===== src/rtl/ttl_555_tone_env_if.sv =====
// ttl_555_tone_env_if: trigger/tone inputs and envelope/audio outputs of one tone envelope channel
interface ttl_555_tone_env_if #(
  parameter int ENV_W   = 8,
  parameter int AUDIO_W = 16
);
  logic                      trigger;
  logic                      tone_in;
  logic                      active;
  logic [ENV_W-1:0]          env_level;
  logic signed [AUDIO_W-1:0] audio_out;
  modport master (output trigger, tone_in, input active, env_level, audio_out);
  modport slave  (input trigger, tone_in, output active, env_level, audio_out);
endinterface


===== src/rtl/ttl_555_tone_env.sv =====
// ttl_555_tone_env: gates a 555 square wave with a triggered hold/decay envelope into signed audio
module ttl_555_tone_env #(
  parameter int AUDIO_W           = 16,
  parameter int ENV_W             = 8,
  parameter int HOLD_COUNTS       = 48000,
  parameter int DECAY_STEP_COUNTS = 256
) (
  input logic                clk,
  input logic                reset,
  ttl_555_tone_env_if.slave  bus
);
  localparam int SHIFT = AUDIO_W - 1 - ENV_W;
  localparam int HW    = (HOLD_COUNTS > 1) ? $clog2(HOLD_COUNTS) : 1;
  localparam int SW    = (DECAY_STEP_COUNTS > 1) ? $clog2(DECAY_STEP_COUNTS) : 1;
  localparam logic [ENV_W-1:0] ENV_MAX = '1;
  if (AUDIO_W < ENV_W + 1) begin : g_bad_width
    $error("AUDIO_W must be at least ENV_W+1");
  end
  typedef enum logic [1:0] {IDLE, HOLD, DECAY} state_t;
  state_t              state, state_n;
  logic [ENV_W-1:0]    env, env_n;
  logic [HW-1:0]       hold_cnt, hold_n;
  logic [SW-1:0]       step_cnt, step_n;
  logic                trig_d, trig_edge;
  logic [AUDIO_W-1:0]  mag, audio, audio_n;
  assign trig_edge     = bus.trigger & ~trig_d;
  assign mag           = AUDIO_W'(env) << SHIFT;
  assign audio_n       = bus.tone_in ? mag : -mag;
  assign bus.active    = state != IDLE;
  assign bus.env_level = env;
  assign bus.audio_out = audio;
  always_ff @(posedge clk) begin
    if (reset) begin
      state    <= IDLE;
      env      <= '0;
      hold_cnt <= '0;
      step_cnt <= '0;
      trig_d   <= 1'b0;
      audio    <= '0;
    end else begin
      state    <= state_n;
      env      <= env_n;
      hold_cnt <= hold_n;
      step_cnt <= step_n;
      trig_d   <= bus.trigger;
      audio    <= audio_n;
    end
  end
  // a new edge restarts the envelope ahead of any hold-end or decay-step event
  always_comb begin
    state_n = state;
    env_n   = env;
    hold_n  = hold_cnt;
    step_n  = step_cnt;
    if (trig_edge) begin
      state_n = HOLD;
      env_n   = ENV_MAX;
      hold_n  = '0;
      step_n  = '0;
    end else if (state == HOLD) begin
      hold_n  = hold_cnt + 1'b1;
      state_n = (hold_cnt == HW'(HOLD_COUNTS - 1)) ? DECAY : HOLD;
      step_n  = '0;
    end else if (state == DECAY) begin
      step_n  = (step_cnt == SW'(DECAY_STEP_COUNTS - 1)) ? '0 : step_cnt + 1'b1;
      env_n   = (step_cnt == SW'(DECAY_STEP_COUNTS - 1)) ? env - 1'b1 : env;
      state_n = (step_cnt == SW'(DECAY_STEP_COUNTS - 1) && env == ENV_W'(1)) ? IDLE : DECAY;
    end else begin
      env_n   = '0;
    end
  end
endmodule


===== src/flat_wrapper.sv =====
// flat-port wrapper written by rule: the top's interface ports become plain ports
module ttl_555_tone_env_flat 
#(
  parameter int AUDIO_W           = 16,
  parameter int ENV_W             = 8,
  parameter int HOLD_COUNTS       = 48000,
  parameter int DECAY_STEP_COUNTS = 256
)
  (clk, reset, bus_trigger, bus_tone_in, bus_active, bus_env_level, bus_audio_out);
  ttl_555_tone_env_if #(.ENV_W(ENV_W), .AUDIO_W(AUDIO_W)) bus_i ();
  input logic clk;
  input logic reset;
  input wire logic [$bits(bus_i.trigger)-1:0] bus_trigger;
  input wire logic [$bits(bus_i.tone_in)-1:0] bus_tone_in;
  output wire logic [$bits(bus_i.active)-1:0] bus_active;
  output wire logic [$bits(bus_i.env_level)-1:0] bus_env_level;
  output wire logic [$bits(bus_i.audio_out)-1:0] bus_audio_out;
  assign bus_i.trigger = bus_trigger;
  assign bus_i.tone_in = bus_tone_in;
  assign bus_active = bus_i.active;
  assign bus_env_level = bus_i.env_level;
  assign bus_audio_out = bus_i.audio_out;
  ttl_555_tone_env #(.AUDIO_W(AUDIO_W), .ENV_W(ENV_W), .HOLD_COUNTS(HOLD_COUNTS), .DECAY_STEP_COUNTS(DECAY_STEP_COUNTS)) u_core (.clk(clk), .reset(reset), .bus(bus_i));
endmodule

===== config.mk =====
export PLATFORM = sky130hd
export DESIGN_NAME = ttl_555_tone_env_flat
export DESIGN_NICKNAME = d
export VERILOG_FILES = /design/src/rtl/ttl_555_tone_env_if.sv /design/src/rtl/ttl_555_tone_env.sv /design/src/flat_wrapper.sv
export SDC_FILE = /design/constraint.sdc
export NUM_CORES = 1
export LEC_CHECK = 0
export ABC_AREA = 1
export BUFFER_PORTS_ARGS = -buffer_cell sky130_fd_sc_hd__buf_2
export CAP_MARGIN = 15
export CORE_MARGIN = 5
export CORE_UTILIZATION = 62
export DETAILED_ROUTE_END_ITERATION = 12
export PLACE_DENSITY = 0.85
export SYNTH_ARGS = -nofsm -noshare
export SYNTH_HDL_FRONTEND = slang
export SYNTH_SLANG_ARGS = --single-unit

===== constraint.sdc =====
create_clock -name clk -period 3.2 [get_ports clk]
set_input_delay 0.32 -clock clk [delete_from_list [all_inputs] [get_ports clk]]
set_output_delay 0.32 -clock clk [all_outputs]
set_load 0.02 [all_outputs]

==> results of run 1 <==
==> critical path, delay by kind of cell, from the launching register on <==
kind,cells,cell delay [ns]
simple gates,5,0.57
fa+ha+maj,1,0.41
flops,1,0.33
xor+xnor,1,0.17
buf+inv,1,0.08
==> kinds of logic (layout without fill, tap and decap cells) <==
| kind of cell | after synthesis | in the layout |
|---|---|---|
| compound gates | 51 | 51 |
| xor+xnor | 9 | 9 |
| fa+ha+maj | 8 | 8 |
| buf+inv | 59 | 75 |
| flops | 44 | 44 |
| other cells | 1 | 7 |
| simple gates | 154 | 154 |
==> area by class of cell <==
type                    instances  share of cell area (%)
clock buffers                   6                    2.91
clock inverters                 2                    1.40
inverters                      46                    6.92
multi-input cells             229                    46.8
flip-flops and latches         44                    35.3
well taps                      48                    2.41
repair buffers                 21                    4.21
==> how the worst min path moves through the flow <==
stage | start | endpoint | slack (ns) | depth (start not counted)
2_1_floorplan | bus_tone_in | u_core.bus.audio_out[8] | 0.41 | 1
3_3_place_gp | u_core.hold_cnt[15] | u_core.hold_cnt[15] | 0.45 | 2
3_5_place_dp | u_core.hold_cnt[15] | u_core.hold_cnt[15] | 0.47 | 2
4_1_cts | bus_tone_in | u_core.bus.audio_out[8] | 0.25 | 2
5_1_grt | bus_trigger | u_core.trig_d | 0.26 | 3
6_report | bus_tone_in | u_core.bus.audio_out[8] | 0.25 | 2
==> Yosys cell counts (all sizes together) <==
library cell	instances	area share, %
xnor2	3	1.1
nor2	49	9.2
nand3b	1	0.33
nand2	69	12
xor2	6	2.3
nand3	18	4.4
conb	1	0.16
nand4	5	1.4
o211ai	2	0.66
a21oi	28	6.1
nor3	11	3.1
ha	8	4.4
buf	13	3.9
or2	1	0.27
a211oi	1	0.33
clkinv	1	0.16
dfxtp	44	38
o21ai	20	4.4
inv	45	7.4
==> stage by stage <==
step           power [W]  utilization [%]
2_1_floorplan   0.000808                -
3_3_place_gp    0.000860             66.2
3_5_place_dp    0.000866             66.2
4_1_cts          0.00128             69.2
5_1_grt          0.00133             69.2
6_report         0.00127             69.2
==> registers in the layout (all words and copies together) (netlist names) <==
signal                cells
u_core.bus.audio_out      9
u_core.bus.env_level      8
u_core.hold_cnt          16
u_core.state              2
u_core.step_cnt           8
u_core.trig_d             1
==> power by group through the flow <==
| stage | logic (W) | clock network, W | registers, W |
|---|---|---|---|
| floorplan | 0.000169 | 0 | 0.000639 |
| global placement | 0.000248 | 0 | 0.000611 |
| detailed placement | 0.000253 | 0 | 0.000612 |
| CTS | 0.000255 | 0.000421 | 0.000600 |
| global route | 0.000289 | 0.000440 | 0.000605 |
| finish | 0.000255 | 0.000412 | 0.000600 |
==> metal layers <==
layer | share of wire, % | vias up | GRT usage [%]
met2 | 49 | 55 | 33.6
li1 | - | 1061 | -
met4 | 1.1 | 0 | 5.22
met3 | 6.2 | 7 | 6.39
met5 | 0 | - | 0
met1 | 43 | 918 | 24.1
==> metrics, run 1 <==
outcome finished, final reports clean; internal power ~0.00089 W; post-synthesis xor/xnor area fraction approximately 3.4%; mux cell area share after synthesis 0%; gr usage total 19.8%; largest family of logic cells by synthesized area simple AND/OR/NAND/NOR gates; crit path kind register to register; DR vias/cell approximately 5.2; initial antenna violation count 0; Seq pwr share 47.3%; slowest CP cell ha_1; post-route insts no fill 396; Hold Crit Class input port to register; leading cell type in the layout, fill and taps excluded nand2_1; Clk Latency, worst-skew pair about 0.30 ns; Tcrit/Tclk final 52.9%; WL final ~4600 um; largest net degree at the start of global routing 17; Post-CTS Setup Bufs 0; Tmin final about 1.7 ns; Critical path origin u_core.state[1]; post-route setup TNS 0 ns; drt first pass iters 4; grt total ovfl 0; reg-to-reg slack, setup ~1.5 ns; post-synthesis sequential area ratio between 30% and 40%; final setup violation count 0; dpl cells roughly 390; detailed-route DRC error count 0; Layout area overhead 8.97%; CTS Root Buffer Type clkbuf_8; GPL Wtd Cong slightly below 0.9; Mean Syn Cell Area 7.02 um^2; worst-case clock buffer depth 2; Comb pwr share about a fifth; r2r startpoint u_core.state[1]; Worst Reg-to-Reg Cells 8; CP cell instances inv_1 > ha_1 > nand2_1 > nor2_2 > nand2_2 > nor3_4 > xor2_1 > nor2_1; DR iter-0 viols 193; P_sw approximately 0.00038 W; H-tree depth 2; clock sink count between 40 and 50; I/O Pins 29; Compound-Gate Fraction of Synth Area between 10 and 15%; NumNets Final ~360; fmax between 0.5 and 0.6 GHz; vias in the first global route roughly 1900; Core Footprint approximately 3600 um^2; row count 22; Slew Viols, Final 0; Vias 2041; synthesized instance count ~330; post-DR wirelength/cell roughly 12 um; Critical Path Max Stage Delay 0.41 ns; TritonCTS Buffers 5; synth unique cells 28; Max Cap Viol 0; RSZ-0062 raised after global routing no; total die area between 5000 and 6000 um^2; most frequent cells in the layout nand2_1 (64), nor2_1 (44), dfxtp_1 (44); CP max FO 9; post-synthesis simple-gate area fraction around 30%; adder-cell share of the synthesized area 4.37%; end of the critical path u_core.hold_cnt[11]; # resized after CTS 0; placed inst area about 2400 um^2; Worst EP required about 3.4 ns; Sw Ratio 30.0%; share of cells above drive strength 1 a little over an eighth; reg2reg end u_core.hold_cnt[11]; IO buf count 21; area of the mapped netlist 2290 um^2; register area 881 um^2; crit path launch type register; Antenna Cells 0; Leak Pwr roughly 1.1 nW; maximum VDD drop between 300 and 400 uV; CP Data Arrival Time 1.87 ns; hold buffer count at cts 0; crit path capture type register; Die W between 70 and 80 um; fillcell total 302; Vert. Die Dim approximately 70 um; clock network fraction of design power 32.5%; pre-CTS WS around 1.5 ns; Starting Density a little under two thirds; first-pass GRT wire length 8110 um; CTS tree built; final instance area approximately 2500 um^2; Worst Skew around 0.0074 ns; Clock transition at path regs 0.08 ns; PwrDens between 500 and 600 nW/um^2; fin worst setup slack between 1.5 and 2 ns; hold slack final ~0.25 ns; hpwl dp about 3500 um; Final Hold Vio Count 0; synthesis-stage register bit count 44; area occupied by multi-input gates around 1200 um^2; Yosys warnings 0; Routed Antenna Nets 0
Note: power is estimated with default switching activity, not from simulation.
==> run 2, diff against run 1 <==
--- a/config.mk
+++ b/config.mk
@@ -5,13 +5,13 @@
 export SDC_FILE = /design/constraint.sdc
 export NUM_CORES = 1
 export LEC_CHECK = 0
-export ABC_AREA = 1
+export ABC_AREA = 0
 export BUFFER_PORTS_ARGS = -buffer_cell sky130_fd_sc_hd__buf_2
 export CAP_MARGIN = 15
 export CORE_MARGIN = 5
-export CORE_UTILIZATION = 62
+export CORE_UTILIZATION = 51
 export DETAILED_ROUTE_END_ITERATION = 12
-export PLACE_DENSITY = 0.85
+export PLACE_DENSITY = 0.75
 export SYNTH_ARGS = -nofsm -noshare
 export SYNTH_HDL_FRONTEND = slang
 export SYNTH_SLANG_ARGS = --single-unit
==> constraint.sdc (replaced) <==
create_clock -name clk -period 1.4 [get_ports clk]
set_input_delay 0.14 -clock clk [delete_from_list [all_inputs] [get_ports clk]]
set_output_delay 0.14 -clock clk [all_outputs]
set_load 0.02 [all_outputs]
==> metrics, run 2 <==
most common cell in the netlist dfxtp_1; ys flop type dfxtp_1; PwrDens 967 nW/um^2 (+90%); IO buf count 21 (unchanged); Worst Skew 0.00754 ns (+0.000178 ns); Worst Reg-to-Reg Cells 6 (-2); detailed-route DRC error count 0 (unchanged); area of the mapped netlist 2160 um^2 (-5.7%); Antenna Cells 0 (unchanged); fin worst setup slack -0.107 ns (-1.61 ns); crit path capture type register; GPL Wtd Cong 0.932 (+5.5%); CTS Root Buffer Type clkbuf_8; Tcrit/Tclk final 108% (+55 points); slowest CP cell or4_1; dpl cells 355 (-8.5%); synthesized instance count 252 (-23%); initial antenna violation count 0 (unchanged); DR iter-0 viols 211 (+9.3%); DR vias/cell 5.55 (+7.6%); Tmin final 1.51 ns (-0.185 ns); Yosys warnings 0 (unchanged); CTS tree built; r2r startpoint u_core.state[1]; Layout area overhead 34.4%; Power Total 0.00281 W (+120%); commonest cells in the netlist dfxtp_1 (44), nor2_1 (33), nand2_1 (14); post-route setup TNS -0.566 ns (-0.566 ns); fmax 0.663 GHz (+12%); EDFF count, synth 0 (unchanged); Hold Path Cell Cnt 2 (unchanged); most frequent cells in the layout buf_4 (50), dfxtp_1 (37), nor2_1 (30); gr usage total 20.1% (+0.30 points); H-tree depth 2 (unchanged); drt first pass iters 4 (unchanged); largest net degree at the start of global routing 20 (+3); FFs w/ async S/R, synth 0% (unchanged); outcome finished, violations left; maximum VDD drop 636 uV (+100%); crit path kind register to register; Worst EP required 1.64 ns (-1.74 ns); total die area 5630 um^2 (+13%); Bufs and invs on worst path 1 (unchanged); failing checks setup timing; row count 23 (+4.5%); Clk Latency, worst-skew pair 0.31 ns (about the same); Critical Path Max Stage Delay 0.48 ns (+0.07 ns); Biggest register u_core.hold_cnt; leading cell type in the layout, fill and taps excluded buf_4; crit path launch type register; post-route insts no fill 370 (-6.6%); Slew Viols, Final 0 (unchanged); worst-case clock buffer depth 2 (unchanged); RSZ-0062 raised after global routing yes; Synth area leader dfxtp_1; reg-to-reg slack, setup -0.11 ns (-1.61 ns); share of cells above drive strength 1 34.7% (+21 points); hold path startpoint bus_trigger; Vert. Die Dim 75.1 um (+6.1%); CP cell instances inv_2 > ha_4 > and4_4 > nand3_4 > or4_1 > a21oi_1; clock sink count 44 (unchanged); post-DR wirelength/cell 14.5 um (+25%); hpwl dp 3610 um (+1.8%); synthesis-stage register bit count 44 (unchanged); hold buffer count at cts 0 (unchanged); Hold Crit Class input port to register; reg2reg end u_core.hold_cnt[15]; vias in the first global route 1917 (-0.57%); Routed Antenna Nets 0 (unchanged); Die W 75.1 um (+6.1%); WHS Endpoint u_core.trig_d; share of the synthesized area in the top cell type 40.8% (+2.3 points); grt total ovfl 0 (unchanged); Starting Density 53.2% (-10 points); WL final 5370 um (+16%); final setup violation count 12 (+12); Synth area leaders dfxtp_1 (41%), nor2_1 (5.7%), xor2_1 (5.3%); synth unique cells 43 (+54%); max reg flops 16 (unchanged); first-pass GRT wire length 8680 um (+7.1%); Final Hold Vio Count 0 (unchanged); CP Data Arrival Time 1.75 ns (-0.12 ns); Leak Pwr 1.15 nW (+7.5%); Vias 2052 (+0.54%); Max Cap Viol 0 (unchanged); Mean Syn Cell Area 8.56 um^2 (+22%); CP delay by family, top simple AND/OR/NAND/NOR gates; post-synthesis sequential area ratio 40.8% (+2.3 points); Clock transition at path regs 0.08 ns (about the same); NumNets Final 332 (-7.5%); CP max FO 3 (-6); post-layout util 71.5% (+2.4 points); TritonCTS Buffers 5 (unchanged); Core Footprint 4060 um^2 (+13%); I/O Pins 29 (unchanged)
-- run 2: cell count changes after synthesis, sizes merged, moves of 7 or more --
cell | before | now
nand3 | 18 | 8
a21oi | 28 | 11
a31oi | 0 | 9
o21ai | 20 | 10
inv | 45 | 10
clkbuf | 0 | 7
xnor2 | 3 | 10
nor2 | 49 | 33
xor2 | 6 | 13
nand2 | 69 | 14
-- run 2: through the flow --
step / setup slack, ns / hold slack, ns / instance area [um^2]
floorplan: -0.129 / 0.268 / 2230
global placement: -0.107 / 0.382 / 2640
detailed placement: -0.131 / 0.388 / 2640
CTS: -0.104 / 0.0783 / 2840
global route: -0.180 / 0.111 / 2900
finish: -0.107 / 0.0825 / 2900
-- run 2: logic make-up (layout without fill, tap and decap cells) --
| family | after synthesis | after routing | share of synthesized area (%) |
|---|---|---|---|
| AND/OR/NAND/NOR | 102 | 102 | 24.9 |
| flip-flops | 44 | 44 | 40.8 |
| AO/OA/AOI/OAI | 42 | 42 | 12.0 |
| buffers and inverters | 29 | 91 | 6.72 |
| XOR/XNOR | 23 | 23 | 9.33 |
| adder cells (fa/ha/maj) | 8 | 8 | 4.64 |
| multiplexers | 3 | 3 | 1.39 |
| other | 1 | 7 | 0.174 |
-- run 2: final cells by class --
| class | instances | area [um^2] |
|---|---|---|
| Sequential cell | 44 | 895 |
| Timing Repair Buffer | 74 | 529 |
| Inverter | 10 | 37.5 |
| Tap cell | 50 | 62.6 |
| Clock inverter | 1 | 5.00 |
| Clock buffer | 6 | 72.6 |
| Multi-Input combinational cell | 185 | 1300 |
| Fill cell | 294 | 1160 |
-- run 2: worst max-delay path by stage --
stage                          from                  end  slack [ns]  cells past startpoint
floorplan           u_core.state[1]  u_core.hold_cnt[13]       -0.13                      7
global placement    u_core.state[1]  u_core.hold_cnt[15]       -0.11                      6
detailed placement  u_core.state[0]   u_core.step_cnt[0]       -0.13                      6
CTS                 u_core.state[1]  u_core.hold_cnt[15]       -0.10                      6
global route        u_core.state[1]  u_core.hold_cnt[15]       -0.18                      6
finish              u_core.state[1]  u_core.hold_cnt[15]       -0.11                      6
-- run 2: where the power goes --
part	internal [W]	switching (W)
clock network	0.000340	0.000430
registers	0.00131	0.0000500
logic	0.000293	0.000381
-- run 2: per-layer routing --
layer | vias to the layer above | global-route usage, % | wire (um)
met2 | 63 | 32.3 | 2630
li1 | 1013 | - | -
met4 | 0 | 7.51 | 99
met5 | - | 0 | 0
met3 | 11 | 4.41 | 288
met1 | 965 | 26.2 | 2350
-- run 2: what timing repair did --
item	in CTS	in global routing
gates cloned	0	0
pin swaps	8	10
gates resized for setup	19	20
setup endpoints to repair	21	30
buffers inserted	8	1
==> run 3, diff against run 2 <==
--- a/config.mk
+++ b/config.mk
@@ -8,7 +8,7 @@
 export ABC_AREA = 0
 export BUFFER_PORTS_ARGS = -buffer_cell sky130_fd_sc_hd__buf_2
 export CAP_MARGIN = 15
-export CORE_MARGIN = 5
+export CORE_MARGIN = 10
 export CORE_UTILIZATION = 51
 export DETAILED_ROUTE_END_ITERATION = 12
 export PLACE_DENSITY = 0.75
==> metrics, run 3 (same netlist as run 2, synthesis figures left out) <==
outcome finished, violations left; failing checks setup timing; fin worst setup slack -0.177 ns (-0.0699 ns); dpl cells 351 (-1.1%); Core Footprint 4060 um^2 (unchanged); Hold Crit Class input port to register; r2r startpoint u_core.state[1]; Critical path origin u_core.state[1]; I/O Pins 29 (unchanged); grt total ovfl 0 (unchanged); crit path capture type register; Worst EP required 1.63 ns (about the same); Biggest register u_core.hold_cnt; Tmin final 1.58 ns (+0.0699 ns); reg2reg end u_core.hold_cnt[15]; DR vias/cell 5.61 (+1.2%); CP Data Arrival Time 1.80 ns (+0.05 ns); Vias 2048 (-0.19%); maximum VDD drop 539 uV (-15%); Clock transition at path regs 0.08 ns (about the same); crit path kind register to register; CTS tree built; Antenna Cells 0 (unchanged); post-route insts no fill 365 (-1.4%); TritonCTS Buffers 5 (unchanged); Layout area overhead 34.7%; Worst Skew 0.00515 ns (-0.00238 ns); reg-to-reg slack, setup -0.18 ns (-0.07 ns); NumNets Final 327 (-1.5%); CP max FO 4 (+1); hold path startpoint bus_trigger; Vert. Die Dim 85.1 um (+13%); row count 23 (unchanged); largest net degree at the start of global routing 20 (unchanged); gr usage total 14.2% (-5.9 points); Max Cap Viol 0 (unchanged); max reg flops 16 (unchanged); Tcrit/Tclk final 113% (+5.0 points); RSZ-0062 raised after global routing yes; Routed Antenna Nets 0 (unchanged); GPL Wtd Cong 0.884 (-5.1%); worst-case clock buffer depth 2 (unchanged); detailed-route DRC error count 0 (unchanged); H-tree depth 2 (unchanged); most frequent cells in the layout buf_4 (45), dfxtp_1 (35), nor2_1 (30); hold buffer count at cts 0 (unchanged); fmax 0.634 GHz (-4.4%); Slew Viols, Final 0 (unchanged); vias in the first global route 2053 (+7.1%); Clk Latency, worst-skew pair 0.29 ns (-0.02 ns); post-DR wirelength/cell 15.3 um (+5.2%); DR iter-0 viols 205 (-2.8%); drt first pass iters 4 (unchanged); Power Total 0.00278 W (-0.83%); leading cell type in the layout, fill and taps excluded buf_4; Hold Path Cell Cnt 2 (unchanged); IO buf count 21 (unchanged); Leak Pwr 1.13 nW (-1.4%); Die W 85.1 um (+13%); PwrDens 957 nW/um^2 (-1.0%); total die area 7230 um^2 (+28%); share of cells above drive strength 1 35.2% (+0.55 points); WHS Endpoint u_core.trig_d; Starting Density 53.2% (unchanged); first-pass GRT wire length 8920 um (+2.8%); crit path launch type register; clock sink count 44 (unchanged); final setup violation count 12 (unchanged); Final Hold Vio Count 0 (unchanged); initial antenna violation count 0 (unchanged); Worst Reg-to-Reg Cells 6 (unchanged); CTS Root Buffer Type clkbuf_8; hpwl dp 3730 um (+3.2%); WL final 5570 um (+3.8%)
-- run 3: timing repair --
item | CTS | global route
resized for setup | 18 | 25
pin swaps | 9 | 12
endpoints found under the hold margin | 0 | 0
setup buffers | 7 | 0
endpoints found under the setup margin | 17 | 30
-- run 3: report_power, final --
group / switching (W) / total, W / leakage, nW / internal, W
Sequential: 0.0000507 / 0.00136 / 0.363 / 0.00131
Combinational: 0.000383 / 0.000681 / 0.727 / 0.000298
Clock: 0.000399 / 0.000738 / 0.0410 / 0.000339
Total: 0.000832 / 0.00278 / 1.13 / 0.00195
-- run 3: layout make-up --
cell class / count / area (um^2)
multi-input cells: 185 / 1330
fillers: 301 / 1150
flip-flops and latches: 44 / 897
repair buffers: 69 / 500
clock buffers: 6 / 72.6
well taps: 50 / 62.6
inverters: 10 / 37.5
clock inverters: 1 / 5.00
-- run 3: worst max-delay path: stages (launching register included) --
cell and delay [ns]:
dfxtp_2 0.34, inv_2 0.08, ha_4 0.15, and4_4 0.22, nand3_4 0.09, or4_4 0.50
a21oi_2 0.14
-- run 3: worst max path at each step --
stage | end | slack, ns | cells after the start
6_report | u_core.hold_cnt[15] | -0.18 | 6
5_1_grt | u_core.bus.env_level[5] | -0.34 | 6
4_1_cts | u_core.hold_cnt[15] | -0.13 | 6
3_5_place_dp | u_core.hold_cnt[13] | -0.15 | 6
3_3_place_gp | u_core.step_cnt[4] | -0.1 | 6
2_1_floorplan | u_core.hold_cnt[13] | -0.13 | 7
-- run 3: per-layer routing --
metal	wire length, um	GRT usage [%]	part of all wire [%]	vias up
met5	0	0	0	-
met4	143	6.29	2.6	0
met3	296	3.44	5.3	17
met2	2740	23.2	49	69
met1	2390	17.1	43	960
li1	-	-	-	1002
-- run 3: through the flow --
stage	TNS (ns)	cell area (um^2)	setup WS, ns	hold WS, ns	utilization (%)
2_1_floorplan	-0.626	2230	-0.129	0.268	-
3_3_place_gp	-0.822	2620	-0.0991	0.388	64.5
3_5_place_dp	-1.27	2620	-0.155	0.388	64.5
4_1_cts	-0.405	2810	-0.132	0.0943	69.2
5_1_grt	-2.32	2910	-0.337	0.127	71.6
6_report	-0.752	2910	-0.177	0.0907	71.6
